$ cat config.mk
export PLATFORM = sky130hd
export DESIGN_NAME = ro_freq_counter
export DESIGN_NICKNAME = d
export VERILOG_FILES = /design/src/rtl/ro_pkg.sv /design/src/rtl/ro_sync_edge.sv /design/src/rtl/ro_freq_counter.sv
export SDC_FILE = /design/constraint.sdc
export NUM_CORES = 1
export LEC_CHECK = 0
export BUFFER_PORTS_ARGS = -buffer_cell sky130_fd_sc_hd__buf_4
export CAP_MARGIN = 20
export CORE_MARGIN = 2
export CORE_UTILIZATION = 40
export DETAILED_ROUTE_END_ITERATION = 16
export PLACE_DENSITY_LB_ADDON = 0.1
export SYNTH_ARGS = -nofsm -noshare
export SYNTH_HDL_FRONTEND = slang
export SYNTH_HIERARCHICAL = 1
export SYNTH_SLANG_ARGS = --single-unit
$ cat constraint.sdc
create_clock -name iClk -period 4.4 [get_ports iClk]
set_input_delay 0.66 -clock iClk [delete_from_list [all_inputs] [get_ports iClk]]
set_output_delay 0.66 -clock iClk [all_outputs]
set_load 0.005 [all_outputs]
$ cat src/rtl/ro_pkg.sv
// -----------------------------------------------------------------------------
// ro_pkg
// Shared definitions for the ring-oscillator measurement blocks.
//   - ro_state_e : measurement FSM state encoding
//   - RO_*_DEF   : default window / warm-up / counter-width constants, shared
//                  with the entropy-sampler blocks
//   - ro_max     : elaboration-time helper for sizing counters
// -----------------------------------------------------------------------------
package ro_pkg;

    typedef enum logic [1:0] {
        IDLE    = 2'd0,
        WARMUP  = 2'd1,
        MEASURE = 2'd2,
        HOLD    = 2'd3
    } ro_state_e;

    localparam int RO_WINDOW_CYCLES_DEF = 1024;
    localparam int RO_WARMUP_CYCLES_DEF = 16;
    localparam int RO_CNT_WIDTH_DEF     = 16;

    function automatic int ro_max(input int a, input int b);
        return (a > b) ? a : b;
    endfunction

endpackage : ro_pkg

$ cat src/rtl/ro_sync_edge.sv
// -----------------------------------------------------------------------------
// ro_sync_edge
// Brings the free-running oscillator output into the iClk domain through a
// two-flop synchroniser, then a third flop for edge detection.
//   iClk    : system clock
//   iRstN   : asynchronous active-low reset, clears all three flops
//   iAsync  : raw asynchronous input (oscillator output)
//   oRise   : one-cycle pulse per rising edge seen in the iClk domain
// -----------------------------------------------------------------------------
module ro_sync_edge (
    input  logic iClk,
    input  logic iRstN,
    input  logic iAsync,
    output logic oRise
);

    (* ASYNC_REG = "TRUE" *) logic r_s1;
    (* ASYNC_REG = "TRUE" *) logic r_s2;
    logic                          r_s3;

    always_ff @(posedge iClk or negedge iRstN) begin
        if (!iRstN) begin
            r_s1 <= 1'b0;
            r_s2 <= 1'b0;
            r_s3 <= 1'b0;
        end else begin
            // NOTE: non-blocking assignments make the three flops shift in one
            // edge; blocking ones would collapse the chain into a single flop.
            r_s1 <= iAsync;
            r_s2 <= r_s1;
            r_s3 <= r_s2;
        end
    end

    assign oRise = r_s2 & ~r_s3;

endmodule : ro_sync_edge

$ cat src/rtl/ro_freq_counter.sv
// -----------------------------------------------------------------------------
// ro_freq_counter
// Enables the ring oscillator, waits WARMUP_CYCLES for it to settle, counts its
// rising edges over WINDOW_CYCLES system clocks, and returns the count through
// a valid/ready handshake. Oscillators faster than iClk/2 alias; the count is
// then only a relative metric.
//   iClk      : system clock
//   iRstN     : asynchronous active-low reset
//   iStart    : single-cycle measurement request (honoured in IDLE only)
//   iOsc      : raw oscillator output, asynchronous to iClk
//   oEn       : oscillator enable (high in WARMUP and MEASURE)
//   oBusy     : high from accepted start until the result handshake
//   oCount    : rising-edge count of the last completed window
//   oOverflow : edge counter saturated during the last window
//   oValid    : result valid (HOLD state)
//   iReady    : consumer accepts the result
// -----------------------------------------------------------------------------
module ro_freq_counter
    import ro_pkg::*;
#(
    parameter int WINDOW_CYCLES = RO_WINDOW_CYCLES_DEF,
    parameter int WARMUP_CYCLES = RO_WARMUP_CYCLES_DEF,
    parameter int CNT_WIDTH     = RO_CNT_WIDTH_DEF
) (
    input  logic                 iClk,
    input  logic                 iRstN,
    input  logic                 iStart,
    input  logic                 iOsc,
    output logic                 oEn,
    output logic                 oBusy,
    output logic [CNT_WIDTH-1:0] oCount,
    output logic                 oOverflow,
    output logic                 oValid,
    input  logic                 iReady
);

    // Phase counter holds "cycles left minus one"; sized for the longer phase.
    localparam int                CYC_W       = $clog2(ro_max(WINDOW_CYCLES, WARMUP_CYCLES) + 1);
    localparam logic [CYC_W-1:0] WARMUP_LOAD = CYC_W'(WARMUP_CYCLES - 1);
    localparam logic [CYC_W-1:0] WINDOW_LOAD = CYC_W'(WINDOW_CYCLES - 1);

    ro_state_e            r_state;
    ro_state_e            w_state_nxt;
    logic [CYC_W-1:0]     r_cyc;
    logic [CNT_WIDTH-1:0] r_edge;
    logic                 r_ovf;
    logic [CNT_WIDTH-1:0] r_count;
    logic                 r_overflow;
    logic                 w_rise;
    logic                 w_cyc_done;
    logic [CNT_WIDTH-1:0] w_edge_nxt;
    logic                 w_ovf_nxt;

    ro_sync_edge u_sync (
        .iClk   (iClk),
        .iRstN  (iRstN),
        .iAsync (iOsc),
        .oRise  (w_rise)
    );

    assign w_cyc_done = (r_cyc == '0);

    // State register. oEn/oBusy/oValid decode directly from it, so an
    // asynchronous reset drops oEn without waiting for a clock edge.
    always_ff @(posedge iClk or negedge iRstN) begin
        if (!iRstN) r_state <= IDLE;
        else        r_state <= w_state_nxt;
    end

    always_comb begin
        // NOTE: every output of this block gets a default first, so no path
        // leaves a signal unassigned and no latch is inferred.
        w_state_nxt = r_state;
        oEn         = 1'b0;
        oBusy       = 1'b1;
        oValid      = 1'b0;
        case (r_state)
            IDLE: begin
                oBusy = 1'b0;
                if (iStart) w_state_nxt = WARMUP;
            end
            WARMUP: begin
                oEn = 1'b1;
                if (w_cyc_done) w_state_nxt = MEASURE;
            end
            MEASURE: begin
                oEn = 1'b1;
                if (w_cyc_done) w_state_nxt = HOLD;
            end
            HOLD: begin
                oValid = 1'b1;
                if (iReady) w_state_nxt = IDLE;
            end
            default: w_state_nxt = IDLE;
        endcase
    end

    // Saturating edge count including this cycle's pulse. Overflow marks an
    // edge that arrived while the counter was already at all-ones (lost edge).
    always_comb begin
        w_edge_nxt = r_edge;
        w_ovf_nxt  = r_ovf;
        if (w_rise) begin
            if (&r_edge) w_ovf_nxt  = 1'b1;
            else         w_edge_nxt = r_edge + 1'b1;
        end
    end

    always_ff @(posedge iClk or negedge iRstN) begin
        if (!iRstN) begin
            r_cyc      <= '0;
            r_edge     <= '0;
            r_ovf      <= 1'b0;
            r_count    <= '0;
            r_overflow <= 1'b0;
        end else begin
            case (r_state)
                IDLE: begin
                    // oCount deliberately survives a new start until the next
                    // result is published.
                    if (iStart) begin
                        r_cyc      <= WARMUP_LOAD;
                        r_edge     <= '0;
                        r_ovf      <= 1'b0;
                        r_overflow <= 1'b0;
                    end
                end
                WARMUP: begin
                    if (w_cyc_done) r_cyc <= WINDOW_LOAD;
                    else            r_cyc <= r_cyc - 1'b1;
                end
                MEASURE: begin
                    r_edge <= w_edge_nxt;
                    r_ovf  <= w_ovf_nxt;
                    if (w_cyc_done) begin
                        r_count    <= w_edge_nxt;
                        r_overflow <= w_ovf_nxt;
                    end else begin
                        r_cyc <= r_cyc - 1'b1;
                    end
                end
                default: ;
            endcase
        end
    end

    assign oCount    = r_count;
    assign oOverflow = r_overflow;

endmodule : ro_freq_counter

==> metrics.log <==
INFO  metric setup_viol = 0
INFO  metric clock_tree.htree_level_count = 2
INFO  metric die_span_in_y = 88.2 um
INFO  metric max_slew_margin = approximately a third
INFO  metric cellPowerDensity = ~490 nW/um^2
INFO  metric ys_seq_elements = 50
INFO  metric grt_util_met1 = between 20% and 30%
INFO  metric via_count_of_the_first_global_routing_pass = 2233
INFO  metric timing.setup.tns = 0 ps
INFO  metric data_arrival_at_the_endpoint_of_the_critical_path = roughly 2500 ps
INFO  metric synth_top_family_by_area = compound AO/OA/AOI/OAI gates
INFO  metric core = just under 7000 um^2
INFO  metric ys_top_cells_by_count = dfrtp_1, o21ai_0, nand2_1
INFO  metric synth.most_common_cell = dfrtp_1
INFO  metric initial_core_util = ~42%
INFO  metric wl = roughly 6200 um
INFO  metric num_vias = 2334
INFO  metric dieWidth = between 80 and 90 um
INFO  metric worst-r2r-setup-slack = around 2100 ps
INFO  metric synth_sequential_area_ratio = 44.1%
INFO  metric synth-async-reset-ratio = between 90% and 100%
INFO  metric post-synth-top-area-cell = dfrtp_1
INFO  metric design_power_total = 1.56 mW
INFO  metric tcrit_tclk_final = between 50% and 60%
INFO  metric initial_antenna_violation_count = 0
INFO  metric wire_per_inst = approximately 14 um
INFO  metric yosysTopAreaCellShare = 44.1%
INFO  metric slew_violations = 0
INFO  metric io-pin-count = 25
INFO  metric postLayoutCellArea = around 3200 um^2
INFO  metric setup.worst_path.class = register to register
INFO  metric whs = 354 ps
INFO  metric drt-pass1-iter-count = 5
INFO  metric clkLatencyLatePin = slightly above 300 ps
INFO  metric grt_pass1_wl = ~11000 um
INFO  metric grt.met3_usage = ~2.8%
INFO  metric critPathLaunchType = register
INFO  metric viasPerCell = 5.42
INFO  metric p_sw_share = between 40% and 50%
INFO  metric dr.first_iter.drc_count = 97
INFO  metric dp_hpwl = around 4200 um
INFO  metric diodes = 0
INFO  metric clkTransAtPathRegs = ~90 ps
INFO  metric power_switching = roughly 0.64 mW
INFO  metric layout.nets = 347
INFO  metric synth_area_per_cell = 8.98 um^2
INFO  metric post-route-min-period = around 2300 ps
INFO  metric grt_usage = between 10% and 20%
INFO  metric compound_gate_portion_of_the_synthesized_area = roughly 23%
INFO  metric ctsLongestPathBuffers = 2
INFO  metric gr-max-usage-layer = met2
INFO  metric post_route_cells_drive_above_1_share = 13.7%
INFO  metric yosys-mux-area-fraction = 0.705%
INFO  metric vdd.ir_drop.worst = between 0.3 and 0.4 mV
INFO  metric synth_adder_area_share = between 3 and 4%
INFO  metric numPortBuffers = 24
INFO  metric worst-path-max-fanout = 35
INFO  metric grt_start_max_net_pins = 51
INFO  metric finalHoldViolations = 0
INFO  metric worstHoldStart = u_sync/r_s1
INFO  metric place.gp.congestion = 0.801
INFO  metric worstReg2RegEnd = r_cyc[4]
INFO  metric data_required_time_of_the_critical_path = 4600 ps
INFO  metric power.share.sequential = 38.1%
INFO  metric timing_worst_slew_pin_value = a little over 1000 ps
INFO  metric synth_flop_cell = dfrtp_1
INFO  metric post_synth_and_or_nand_nor_area_fraction = 22.3%
INFO  metric clock_power_share = between 10% and 20%
INFO  metric holdCritPathClass = register to register
INFO  metric synth_warnings = 6
INFO  metric area_delta_synth_final = 12.3%
INFO  metric cts_tree = done
INFO  metric die-area = a little under 8000 um^2
INFO  metric synth_xor_xnor_area_share = under 10%
INFO  metric endpoint_kind = register
INFO  metric synth_nets = 329
INFO  metric synth_area = 2840 um^2
INFO  metric power_leakage = approximately 1.4 nW
INFO  metric clk_root_buffer_cell = clkbuf_8
INFO  metric placementRows = 30
INFO  metric grt_remaining_overflow = 0
INFO  metric synth_edf_count = 0
INFO  metric worstReg2RegStart = r_cyc[0]
INFO  metric yosys-top-cells-area = dfrtp_1, o21ai_0, nand2_1, a21oi_1, ha_1
INFO  metric drcViolationCount = 0
INFO  metric power_report.internal_total = around 0.92 mW
INFO  metric maxCapViolations = 0
INFO  metric synthesis.instances = ~320
INFO  metric cts-buffers-inserted = 5
INFO  metric global_route.usage.met2 = between 20% and 30%
INFO  metric synth.lib_cells_used.distinct = between 50 and 60
INFO  metric timing.reg2reg.worst_path_depth = 8
INFO  metric ant_nets = 0
INFO  metric outcome = complete, no violations
INFO  metric finalClockSkew = roughly 12 ps
INFO  metric hold_end = u_sync/r_s2
INFO  metric cts_post_setup_buffers_inserted = 0
INFO  metric max_freq = between 400 and 500 MHz
INFO  metric cts_hold_buffers = 0
INFO  metric rsz0062_at_grt = false
INFO  metric min_path_cells = 0
INFO  metric clkSinkCount = 50
INFO  metric postPlaceCellArea = approximately 3000 um^2
INFO  metric cts-resized-gates = 0
INFO  metric p_comb_share = 43.7%
==> worst max-delay path: stages (launching register included) <==
cell and delay (ps):
dfrtp_1 390, inv_1 90, ha_1 200, nor4b_2 190, nand4_2 100, buf_4 320, and2_1 490, o21ai_0 170
a32o_1 240
==> final cells by class <==
type | count | area (um^2)
fillers | 687 | 3640
flip-flops and latches | 50 | 1250
repair buffers | 27 | 203
clock inverters | 1 | 5.00
multi-input cells | 237 | 1470
clock buffers | 7 | 86.3
well taps | 96 | 120
inverters | 13 | 48.8
==> logic make-up after synthesis <==
kind of cell | count (synthesis)
compound gates | 108
xor+xnor | 7
fa+ha+maj | 8
buf+inv | 29
flops | 50
mux | 2
simple gates | 112
==> worst max-delay path by stage <==
stage | from | to | cells past startpoint
5_1_grt | r_cyc[0] | r_cyc[4] | 8
4_1_cts | r_state[0] | r_edge[5] | 6
2_1_floorplan | r_cyc[0] | r_cyc[3] | 8
6_report | r_cyc[0] | r_cyc[4] | 8
3_5_place_dp | r_state[0] | r_edge[14] | 6
3_3_place_gp | r_state[0] | r_edge[5] | 6
==> layer usage <==
layer,vias up,routed length (um)
li1,1189,-
met1,1102,2930
met2,36,3020
met3,7,182
met4,0,64
met5,-,0
==> cells in the final DEF, fill, tap and decap left out, types with 2 or more instances in the layout <==
| cell | Yosys | routed |
|---|---|---|
| and3_1 | 5 | 5 |
| o22a_1 | 2 | 2 |
| ha_1 | 8 | 8 |
| nor3_1 | 4 | 4 |
| o31ai_1 | 5 | 5 |
| or4_1 | 2 | 2 |
| xnor2_1 | 6 | 6 |
| o21ai_0 | 37 | 37 |
| and2_1 | 4 | 4 |
| nand2_1 | 34 | 34 |
| and4_1 | 2 | 2 |
| a21oi_1 | 24 | 24 |
| inv_1 | 13 | 13 |
| a22o_1 | 3 | 3 |
| nand3_1 | 8 | 8 |
| o21ai_1 | 12 | 12 |
| nand2b_1 | 7 | 7 |
| nand4_1 | 4 | 4 |
| a31oi_1 | 8 | 8 |
| a32o_1 | 3 | 3 |
| buf_4 | 0 | 27 |
| nor3b_1 | 3 | 3 |
| mux2i_1 | 2 | 2 |
| a21o_1 | 3 | 3 |
| dfrtp_1 | 50 | 50 |
| nor2_1 | 21 | 21 |
| nor4_1 | 5 | 5 |
| clkbuf_8 | 0 | 6 |
| a211oi_2 | 2 | 2 |
==> per-stage QoR <==
| step | instances | util, % | setup WS [ps] |
|---|---|---|---|
| 2_1_floorplan | 316 | - | 2370 |
| 3_3_place_gp | 422 | 45.2 | 2100 |
| 3_5_place_dp | 422 | 45.2 | 2030 |
| 4_1_cts | 430 | 46.5 | 2000 |
| 5_1_grt | 431 | 46.6 | 1840 |
| 6_report | 431 | 46.6 | 2110 |
==> sequential cells by signal, indices dropped and copies added, names as in the netlist <==
signal,flops
u_sync/r_s2,1
r_ovf,1
u_sync/r_s1,1
r_state,2
u_sync/r_s3,1
r_cyc,11
oOverflow,1
oCount,16
r_edge,16
==> power by group through the flow <==
stage	clock network [mW]	registers (mW)	logic (mW)
2_1_floorplan	0	0.591	0.489
3_3_place_gp	0	0.601	0.680
3_5_place_dp	0	0.603	0.681
4_1_cts	0.294	0.594	0.687
5_1_grt	0.315	0.606	0.786
6_report	0.284	0.593	0.681
No activity file was read; power rests on OpenSTA's default activity.
